===== config.mk =====
export PLATFORM = sky130hd
export DESIGN_NAME = joypad_port_array
export DESIGN_NICKNAME = d
export VERILOG_FILES = /design/src/rtl/joypad_port_array.sv
export SDC_FILE = /design/constraint.sdc
export NUM_CORES = 1
export LEC_CHECK = 0
export ABC_CLOCK_PERIOD_IN_PS = 2500
export CORE_MARGIN = 4
export CORE_UTILIZATION = 25
export DETAILED_ROUTE_END_ITERATION = 16
export SYNTH_ARGS = -nofsm -noshare
export SYNTH_HDL_FRONTEND = slang
export SYNTH_SLANG_ARGS = --single-unit

===== constraint.sdc =====
create_clock -name clk -period 2.5 [get_ports clk]
set_input_delay 0.5 -clock clk [delete_from_list [all_inputs] [get_ports clk]]
set_output_delay 0.5 -clock clk [all_outputs]
set_load 0.01 [all_outputs]

===== src/rtl/joypad_port_array.sv =====
// joypad_port_array: strobe-latched serial joypad ports with per-channel press-synchronised autofire
module joypad_port_array #(
  parameter int CHANNELS = 2,
  parameter int BITS = 8,
  parameter int FREQ = 25_000_000,
  parameter int AUTOFIRE_HZ = 15,
  parameter logic FILL = 1'b1
) (
  input  logic                     clk,
  input  logic                     reset,
  input  logic [CHANNELS*BITS-1:0] btn_in,
  input  logic [CHANNELS*BITS-1:0] turbo_mask,
  input  logic                     strobe,
  input  logic [CHANNELS-1:0]      joy_clk,
  output logic [CHANNELS-1:0]      joy_data,
  output logic [CHANNELS-1:0]      reads_done
);
  localparam int TICKS_RAW = FREQ / (2 * AUTOFIRE_HZ);
  localparam int TICKS = TICKS_RAW < 1 ? 1 : TICKS_RAW;
  localparam int CW = $clog2(BITS + 1);
  localparam int AW = TICKS > 1 ? $clog2(TICKS) : 1;
  for (genvar i = 0; i < CHANNELS; i++) begin : g_ch
    logic [BITS-1:0] sr, b, m, eff;
    logic [CW-1:0] cnt;
    logic [AW-1:0] ac;
    logic ph, lj, rd, any_turbo, fall;
    always_comb begin
      b = btn_in[i*BITS +: BITS];
      m = turbo_mask[i*BITS +: BITS];
      eff = b & (~m | {BITS{ph}});
      any_turbo = |(b & m);
      fall = lj & ~joy_clk[i];
    end
    always_ff @(posedge clk or posedge reset) begin
      if (reset) begin
        sr <= '0;
        cnt <= '0;
        rd <= 1'b0;
        lj <= 1'b0;
        ac <= '0;
        ph <= 1'b1;
      end else begin
        lj <= joy_clk[i];
        if (!any_turbo) begin
          ac <= '0;
          ph <= 1'b1;
        end else if (ac == AW'(TICKS - 1)) begin
          ac <= '0;
          ph <= ~ph;
        end else begin
          ac <= ac + 1'b1;
        end
        // strobe reload takes priority over a coincident falling edge
        if (strobe) begin
          sr <= eff;
          cnt <= '0;
          rd <= 1'b0;
        end else if (fall) begin
          sr <= BITS'({FILL, sr} >> 1);
          cnt <= cnt == CW'(BITS) ? cnt : cnt + 1'b1;
          rd <= ({1'b0, cnt} + 1'b1) >= (CW+1)'(BITS);
        end
      end
    end
    assign joy_data[i] = sr[0];
    assign reads_done[i] = rd;
  end
endmodule


==> impl_metrics.py, run 1 <==
metrics = {
    "sta": {
        "fin_skew_ps": 7.052,
        "maxSlewViolCount": 0,
        "slew_headroom_pct": 67.60,
        "rsz0062_at_grt": "false",
        "worst_pin_slew_ps": 484.2,
        "min_period_over_period_pct": 87.64,
        "max_freq_mhz": 456.4,
        "hold_viol": 0,
        "hold_ws_ps": 518.3,
        "finalSetupViolCount": 0,
        "layout_setup_ws_ps": 308.9,
        "period_needed_ps": 2191,
        "setup_tns_ps": 0,
    },
    "global_route": {
        "antenna_found_initial": 0,
        "grt_pass1_wl_um": 14320,
        "grt-ovfl-total": 0,
        "gr-usage-all-layers_pct": 9.916,
        "grt_pass1_vias": 2922,
        "grt_max_degree": 71,
    },
    "drt": {
        "drt_iter0_drc": 262,
        "ant_nets": 0,
        "route.detailed.drc": 0,
        "firstDrtPassIters": 4,
        "avgRoutedWirePerCell_um": 13.16,
        "vias": 3071,
        "routed_wl_um": 8451,
        "vias_per_cell": 4.783,
    },
    "outcome": {
        "outcome": "completed",
    },
    "yosys": {
        "ys_types": 47,
        "avgSynthCellArea_um2": 9.168,
        "synth_seq_cells": 70,
        "synth-seq-area-share_pct": 45.77,
        "synthTopCellsByArea": "dfrtp_1 (44%), nor2_1 (4.5%), xnor2_1 (4.3%)",
        "async_reset_ff_share_pct": 100.0,
        "synth_edf_count": 0,
        "yosys_warnings": 0,
        "syn-cell-area_um2": 3832,
        "synthCells": 418,
        "synthesis.nets": 463,
        "synthFlopType": "dfrtp_1",
        "yosysTopAreaCellShare_pct": 44.40,
        "synth_top_area_cell": "dfrtp_1",
    },
    "cells_and_area": {
        "layout-drive-gt1-share_pct": 6.550,
        "mostFrequentLayoutCell": "dfrtp_1",
        "num-nets-final": 500,
        "stdcell_count": 642,
        "nFillCells": 1509,
        "multiInputGateArea_um2": 1852,
        "antenna_cells": 0,
        "mostFrequentLayoutCells": "dfrtp_1 (68), nor2_1 (46), clkdlybuf4s50_1 (40), inv_1 (31)",
        "areaGrowthSynthToFinish_pct": 21.87,
        "seq_area_um2": 1754,
    },
    "clock_tree": {
        "cts_buffer_depth": 2,
        "clkTransAtPathRegs_ps": 60,
        "clock_latency_ps": 330,
        "cts_max_level": 3,
        "hold_buffers": 0,
        "cts_made_buffers": 9,
        "tritoncts": "done",
        "cts_root_buf": "clkbuf_16",
        "postCtsSetupRepairBufs": 0,
        "ctsResizeCount": 0,
        "clock-sinks": 70,
    },
    "worst_setup_path": {
        "end_kind": "flip-flop",
        "worstPathRequired_ps": 2690,
        "path_class": "flip-flop to flip-flop",
        "crit_fanout": 18,
        "cp.arrival_ps": 2380,
        "startpoint_type": "flip-flop",
    },
    "floorplanning": {
        "num_rows": 44,
        "die-area_um2": 17380,
        "coreArea_um2": 14750,
        "ios": 41,
        "die_height_um": 131.8,
        "die_x_um": 131.8,
        "start_util_pct": 25.98,
    },
    "place": {
        "dp.cells": 628,
        "numPortBuffers": 40,
        "gp_congestion": 0.8217,
        "pre_cts_slack_ps": 300.7,
        "place_hpwl_um": 5867,
    },
    "hold_path": {
        "hp-class": "flip-flop to flip-flop",
    },
    "power": {
        "irDropWorstVdd_mv": 0.3327,
        "cellLeakagePower_nw": 1.859,
        "power.density_nw_per_um2": 634.6,
    },
    "run": {
        "maxCapViolCount": 0,
    },
}
[worst paths after layout]
kind | startpoint | end | cells past startpoint | slack, ps
worst max register to register | g_ch[1].ac[0] | g_ch[1].ac[3] | 6 | 310
min in group asynchronous | reset | g_ch[0].ac[0] | 3 | 570
worst min register to register | g_ch[1].rd | g_ch[1].rd | 2 | 520
worst min-delay path | g_ch[1].rd | g_ch[1].rd | 2 | 520
worst max-delay path | g_ch[1].ac[0] | g_ch[1].ac[3] | 6 | 310
max in group asynchronous | reset | g_ch[1].ph | 3 | 1580
[flip-flops by register name, summed over array words and instances, names as in the netlist]
register	flops
g_ch.rd	2
g_ch.lj	2
g_ch.cnt	8
g_ch.sr	16
g_ch.ac	40
g_ch.ph	2
[kinds of logic (layout without fill, tap and decap cells)]
| family | after synthesis | count (layout) | synth area share, % |
|---|---|---|---|
| fa+ha+maj | 8 | 8 | 2.612 |
| compound gates | 81 | 81 | 13.26 |
| xor+xnor | 32 | 32 | 7.313 |
| mux | 3 | 3 | 0.8162 |
| flops | 70 | 70 | 45.77 |
| buf+inv | 52 | 92 | 5.909 |
| simple gates | 172 | 172 | 24.32 |
[cell usage after synthesis, types with 2 or more instances]
cell type   n
nand4_1    14
mux2i_1     2
o211ai_1    2
and3_1      3
nor2_1     46
or4bb_1     2
clkbuf_1   11
and2_1      7
a21oi_1    25
nand3_1    15
buf_1       2
a22oi_1     8
inv_1      32
or4b_4      2
o21ai_0    25
nand4b_1    2
nor2b_1    10
xnor2_1    19
buf_6       2
or3_1       7
nand2b_1    3
nor3_1     12
or2_2       2
nand3b_1    2
and4_1      5
nor4_1     10
dfstp_2     2
xor2_1     13
buf_4       4
nand2_1    24
ha_1        8
dfrtp_1    68
a211oi_1   15
[layout make-up]
class | instances | area share (%)
inverters | 32 | 2.572
flip-flops and latches | 70 | 37.56
clock buffers | 12 | 5.277
clock inverters | 2 | 0.2143
multi-input cells | 296 | 39.65
repair buffers | 46 | 9.804
well taps | 184 | 4.929
[stage by stage]
stage          utilization (%)  cell area, µm²  power [mW]
4_1_cts                  31.66            4671       3.000
2_1_floorplan                -            3832       1.679
5_1_grt                  31.66            4671       3.119
3_5_place_dp             29.92            4414       1.840
3_3_place_gp             29.92            4414       1.824
6_report                 31.66            4671       2.964
[worst max-delay path, stage by stage (launching register included)]
cell and delay (ps):
dfrtp_1 430, inv_1 80, ha_1 130, or4bb_1 450, or3_1 430, o21ai_4 420
nor2_1 100
[power by group]
part | internal [mW] | switching, mW | leakage (nW)
clock | 0.684 | 0.454 | 0.128
sequential | 1.25 | 0.146 | 0.908
combinational | 0.217 | 0.215 | 0.823
total | 2.15 | 0.815 | 1.86
[per-layer routing]
layer / GRT usage [%] / part of all wire [%] / vias up
li1: - / - / 1538
met1: 13.10 / 47 / 1473
met2: 15.27 / 48 / 47
met3: 2.519 / 3.4 / 13
met4: 4.609 / 1.9 / 0
met5: 0 / 0 / -
Power figures use the tool's default switching activity.
==> run 2, diff against run 1 <==
ABC_AREA = 1   (was not set)
==> run 2 against run 1 <==
Cell count rose by 23%; worst setup slack improved by 460 ps; power up 2.7%; combinational power increased by 23%; critical endpoint is now joy_data[0]; largest cell class unchanged; sequential share of layout area decreased by 1.5 points.
==> impl_metrics.py, run 2 <==
metrics = {
    "sta": {
        "maxSlewViolCount": 0,
        "finalSetupViolCount": 0,
        "period_needed_ps": 1733,
        "min_period_over_period_pct": 69.33,
        "worst_pin_slew_ps": 494.5,
        "fin_skew_ps": 6.750,
        "hold_viol": 0,
        "setup_tns_ps": 0,
        "layout_setup_ws_ps": 766.8,
        "rsz0062_at_grt": "false",
        "max_freq_mhz": 577.0,
        "slew_headroom_pct": 66.91,
    },
    "worst_setup_path": {
        "cpMaxStageDelayCell": "clkdlybuf4s50_1",
        "startpoint_type": "flip-flop",
        "crit_buf_inv": 1,
        "crit_fanout": 2,
        "end_kind": "output pin",
        "path_class": "flip-flop to output pin",
        "worst-path-stages": 1,
        "critPathMaxStageDelay_ps": 540,
        "rr_worst_depth": 9,
        "worstPathRequired_ps": 2000,
        "cp.arrival_ps": 1230,
        "path_cells": "clkdlybuf4s50_1",
        "cpLargestDelayFamily": "buffers and inverters",
    },
    "floorplanning": {
        "num_rows": 45,
        "coreArea_um2": 15370,
        "die_x_um": 134.0,
        "start_util_pct": 25.81,
        "die-area_um2": 17950,
        "ios": 41,
        "die_height_um": 134.0,
    },
    "clock_tree": {
        "clock_latency_ps": 330,
        "postCtsSetupRepairBufs": 0,
        "cts_root_buf": "clkbuf_16",
        "hold_buffers": 0,
        "ctsResizeCount": 0,
        "clock-sinks": 70,
        "cts_made_buffers": 9,
        "cts_max_level": 3,
        "cts_buffer_depth": 2,
        "clkTransAtPathRegs_ps": 60,
        "tritoncts": "done",
    },
    "cells_and_area": {
        "largest_reg_flops": 40,
        "mostFrequentLayoutCell": "nand2_1",
        "num-nets-final": 620,
        "antenna_cells": 0,
        "postLayoutCoreUtil_pct": 31.61,
        "top_regs": "g_ch.ac: 40 flops, g_ch.sr: 16 flops, g_ch.cnt: 8 flops",
        "layout-drive-gt1-share_pct": 7.241,
        "largest-register": "g_ch.ac",
        "mostFrequentLayoutCells": "nand2_1 (153), nor2_1 (87), inv_1 (69), dfrtp_1 (68), clkdlybuf4s50_1 (40)",
        "areaGrowthSynthToFinish_pct": 22.45,
    },
    "drt": {
        "ant_nets": 0,
        "routed_wl_um": 8710,
        "route.detailed.drc": 0,
        "avgRoutedWirePerCell_um": 11.01,
        "vias_per_cell": 4.200,
        "vias": 3322,
        "drt_iter0_drc": 188,
        "firstDrtPassIters": 4,
    },
    "yosys": {
        "synthesis.nets": 575,
        "async_reset_ff_share_pct": 100.0,
        "synth_seq_cells": 70,
        "synth-seq-area-share_pct": 44.21,
        "synth_common_cells": "nand2_1 (153), nor2_1 (87), inv_1 (70)",
        "post-synth-top-count-cell": "nand2_1",
        "synthCells": 530,
        "yosysTopAreaCellShare_pct": 42.89,
        "synth_top_area_cell": "dfrtp_1",
        "ys_types": 34,
        "synthTopCellsByArea": "dfrtp_1 (43%), nand2_1 (14%), nor2_1 (8.2%)",
        "syn-cell-area_um2": 3968,
        "yosys_warnings": 0,
        "synth_edf_count": 0,
        "synthFlopType": "dfrtp_1",
        "avgSynthCellArea_um2": 7.486,
    },
    "global_route": {
        "grt-ovfl-total": 0,
        "grt_max_degree": 53,
        "grt_pass1_wl_um": 15260,
        "gr-usage-all-layers_pct": 10.29,
        "grt_pass1_vias": 3285,
        "antenna_found_initial": 0,
    },
    "hold_path": {
        "holdPathStages": 2,
        "hp-class": "flip-flop to flip-flop",
    },
    "power": {
        "pwr-share-comb_pct": 17.5,
        "seq_power_share_pct": 45.3,
        "netSwitchingPower_mw": 0.8804,
        "irDropWorstVdd_mv": 0.3341,
        "swShare_pct": 28.91,
        "clockPowerShare_pct": 37.2,
        "cell_internal_pwr_mw": 2.165,
        "power.density_nw_per_um2": 626.8,
        "cellLeakagePower_nw": 2.200,
    },
    "place": {
        "pre_cts_slack_ps": 429.5,
        "numPortBuffers": 40,
        "gp_congestion": 0.8109,
        "place_hpwl_um": 6529,
    },
    "outcome": {
        "outcome": "completed",
    },
    "run": {
        "maxCapViolCount": 0,
    },
}
==> run 2: cell count changes in the layout (fill, tap and decap cells not counted), moves of 8 or more <==
cell	change
a211oi_1	-15
a21oi_1	-13
a22oi_1	-8
inv_1	+38
nand2_1	+129
nand3_1	+21
nand4_1	-10
nor2_1	+41
nor2_2	+8
nor2b_1	-10
nor4_1	-10
o21ai_0	-21
o221ai_1	+9
xnor2_1	-13
==> run 2: cell type report <==
| type | instances | area [µm²] |
|---|---|---|
| well taps | 211 | 264.0 |
| clock buffers | 11 | 232.7 |
| flip-flops and latches | 70 | 1754 |
| fillers | 1631 | 10510 |
| multi-input cells | 376 | 1857 |
| repair buffers | 42 | 427.9 |
| clock inverters | 5 | 27.53 |
| inverters | 76 | 295.3 |
==> run 2: kinds of logic (layout without fill, tap and decap cells) <==
logic type,after synthesis,count (layout),share of synthesized area [%]
AND/OR/NAND/NOR,307,307,32.95
buffers and inverters,84,134,8.988
flip-flops,70,70,44.21
AO/OA/AOI/OAI,37,37,6.024
XOR/XNOR,24,24,5.298
adder cells (fa/ha/maj),8,8,2.523
==> run 2: per-layer routing <==
metal  track usage (%)  wire length [µm]  up-vias
met5                 0                 0        -
met4             4.171               140        0
met3             2.063               274       11
met2             16.31              3988       44
met1             13.79              4307     1523
li1                  -                 -     1744
==> run 2: path summary, 6_finish.rpt <==
| kind | start | to | slack (ps) |
|---|---|---|---|
| setup / recovery | g_ch[0].sr[0] | joy_data[0] | 770 |
| hold / removal | g_ch[1].ph | g_ch[1].ph | 470 |
| setup reg to reg | g_ch[1].ac[0] | g_ch[1].ac[4] | 910 |
| hold reg to reg | g_ch[1].ph | g_ch[1].ph | 470 |
| max in group asynchronous | reset | g_ch[0].ph | 1340 |
| min in group asynchronous | reset | g_ch[1].rd | 490 |
==> run 2: power by group through the flow <==
stage	logic, mW	registers (mW)	clock network [mW]
after floorplan	0.381	1.37	0
after global placement	0.532	1.40	0
after detailed placement	0.540	1.40	0
after CTS	0.545	1.38	1.17
after global routing	0.630	1.40	1.22
final	0.532	1.38	1.13
==> run 2: stage by stage <==
step | hold WS (ps) | std cells | total power, mW | instance area, µm²
6_report | 471.2 | 791 | 3.045 | 4858
5_1_grt | 507.3 | 791 | 3.249 | 4858
4_1_cts | 469.6 | 791 | 3.095 | 4858
3_5_place_dp | 459.8 | 775 | 1.939 | 4598
3_3_place_gp | 461.2 | 775 | 1.930 | 4598
2_1_floorplan | 449.2 | 530 | 1.755 | 3968
==> run 3, diff against run 2 <==
ABC_CLOCK_PERIOD_IN_PS = 1400   (was 2500)
clock period = 1.4 ns   (was 2.5 ns; I/O delays follow)
==> run 3 against run 2 <==
The flow now finishes with violations (setup timing); largest cell class unchanged; die area unchanged; routed wire length is 7.9% higher; first-iteration DRC count shrank 11%.
==> impl_metrics.py, run 3 (synthesis results as in run 2) <==
metrics = {
    "outcome": {
        "outcome": "complete, but fails checks",
        "violations": "setup timing",
    },
    "drt": {
        "route.detailed.drc": 0,
        "ant_nets": 0,
        "vias": 3549,
        "firstDrtPassIters": 4,
        "routed_wl_um": 9400,
        "drt_iter0_drc": 168,
        "vias_per_cell": 4.175,
        "avgRoutedWirePerCell_um": 11.06,
    },
    "global_route": {
        "grt-ovfl-total": 0,
        "grt_max_degree": 40,
        "antenna_found_initial": 0,
        "grt_pass1_vias": 3398,
        "grt_pass1_wl_um": 15920,
        "gr-usage-all-layers_pct": 10.73,
    },
    "place": {
        "place_hpwl_um": 6797,
        "dp.cells": 824,
        "post_dp_cell_area_um2": 4995,
        "numPortBuffers": 40,
        "gp_congestion": 0.8183,
    },
    "power": {
        "seq_power_share_pct": 39.5,
        "netSwitchingPower_mw": 1.864,
        "cell_internal_pwr_mw": 4.384,
        "clockPowerShare_pct": 36.7,
        "pwr-share-comb_pct": 23.9,
        "swShare_pct": 29.84,
        "power.density_nw_per_um2": 1120,
        "irDropWorstVdd_mv": 0.5582,
        "cellLeakagePower_nw": 2.549,
    },
    "floorplanning": {
        "start_util_pct": 25.81,
        "die-area_um2": 17950,
        "coreArea_um2": 15370,
        "die_height_um": 134.0,
        "ios": 41,
        "num_rows": 45,
        "die_x_um": 134.0,
    },
    "clock_tree": {
        "clock-sinks": 70,
        "cts_root_buf": "clkbuf_16",
        "clkTransAtPathRegs_ps": 60,
        "clock_latency_ps": 340,
        "cts_made_buffers": 9,
        "cts_buffer_depth": 2,
        "tritoncts": "done",
        "hold_buffers": 0,
        "cts_max_level": 3,
    },
    "run": {
        "maxCapViolCount": 0,
    },
    "sta": {
        "fin_skew_ps": 7.507,
        "maxSlewViolCount": 0,
        "min_period_over_period_pct": 102.1,
        "hold_viol": 0,
        "worst_pin_slew_ps": 311.2,
        "max_freq_mhz": 699.5,
        "slew_headroom_pct": 79.13,
        "setup_tns_ps": -477.3,
        "finalSetupViolCount": 27,
        "period_needed_ps": 1430,
        "layout_setup_ws_ps": -29.68,
        "rsz0062_at_grt": "true",
    },
    "cells_and_area": {
        "top_regs": "g_ch.ac: 40 flops, g_ch.sr: 16 flops, g_ch.cnt: 8 flops",
        "nFillCells": 1593,
        "stdcell_count": 850,
        "layout-drive-gt1-share_pct": 21.60,
        "multiInputGateArea_um2": 2051,
        "num-nets-final": 679,
        "mostFrequentLayoutCells": "nand2_1 (149), nor2_1 (72), dfrtp_1 (66), inv_1 (65), buf_4 (51)",
        "seq_area_um2": 1757,
        "stdcell_area_um2": 5578,
        "mostFrequentLayoutCell": "nand2_1",
        "areaGrowthSynthToFinish_pct": 40.59,
        "largest_reg_flops": 40,
        "antenna_cells": 0,
        "largest-register": "g_ch.ac",
    },
    "hold_path": {
        "hp-class": "input port to async pin",
    },
    "worst_setup_path": {
        "worstPathRequired_ps": 1620,
        "startpoint_type": "flip-flop",
        "critPathMaxStageDelay_ps": 400,
        "crit_buf_inv": 2,
        "crit_path_frequent_cell": "nor2_4",
        "end_kind": "flip-flop",
        "cpMaxStageDelayCell": "dfrtp_1",
        "cp.arrival_ps": 1650,
        "cpLargestDelayFamily": "simple AND/OR/NAND/NOR gates",
        "crit_fanout": 6,
        "path_class": "flip-flop to flip-flop",
        "path_cells": "inv_2 > ha_4 > nand2_4 > nor2_4 > nand3_2 > nor2_4 > nor2_4 > clkinv_4 > nor2_2",
    },
}
[run 3: area by class of cell]
| class | count | area share [%] |
|---|---|---|
| Timing Repair inverter | 2 | 0.2467 |
| Sequential cell | 70 | 31.49 |
| Inverter | 76 | 5.406 |
| Clock inverter | 7 | 1.323 |
| Clock buffer | 9 | 4.038 |
| Tap cell | 211 | 4.733 |
| Multi-Input combinational cell | 377 | 36.77 |
| Timing Repair Buffer | 98 | 15.99 |
[run 3: through the flow]
stage | worst slack [ps] | hold slack, ps | total power, mW | utilization (%)
after floorplan | 31.53 | 311.4 | 3.134 | -
after global placement | -262.5 | 462.6 | 3.636 | 32.49
after detailed placement | -297.4 | 461.3 | 3.665 | 32.49
after CTS | -43.62 | 364.9 | 6.148 | 35.27
after global routing | -107.2 | 388.1 | 6.619 | 36.29
final | -29.68 | 364.2 | 6.248 | 36.29
[run 3: path summary, 6_finish.rpt]
kind                                    start  cells after the start              to  slack, ps
worst min register to register     g_ch[1].ph                      2      g_ch[1].ph        470
worst max-delay path            g_ch[1].ac[0]                      9   g_ch[1].ac[9]        -30
worst max register to register  g_ch[1].ac[0]                      9   g_ch[1].ac[9]        -30
worst min-delay path                    reset                      3  g_ch[1].ac[13]        360
min in group clk                   joy_clk[0]                      1      g_ch[0].lj        420
max in group asynchronous               reset                      3      g_ch[0].ph        760
[run 3: routing by layer]
metal / up-vias / track usage (%) / part of all wire [%]
met5: - / 0 / 0
met4: 0 / 2.229 / 1.2
met3: 10 / 3.038 / 3.5
met2: 43 / 17.55 / 48
met1: 1633 / 14.25 / 47
li1: 1863 / - / -
[run 3: what timing repair did]
action | in CTS | in global routing
gates cloned | 3 | 0
pin swaps | 13 | 15
endpoints found under the setup margin | 38 | 42
resized for setup | 30 | 33
setup buffers | 8 | 3
[run 3: power by group through the flow]
stage	combinational, mW	clock, mW	sequential [mW]
floorplan	0.680	0	2.45
global placement	1.17	0	2.47
detailed placement	1.19	0	2.48
CTS	1.35	2.35	2.44
global route	1.66	2.45	2.50
finish	1.49	2.29	2.47
[run 3: worst min-delay path, delay by kind of cell]
family                 cells  cell delay [ps]
buffers and inverters      3              770
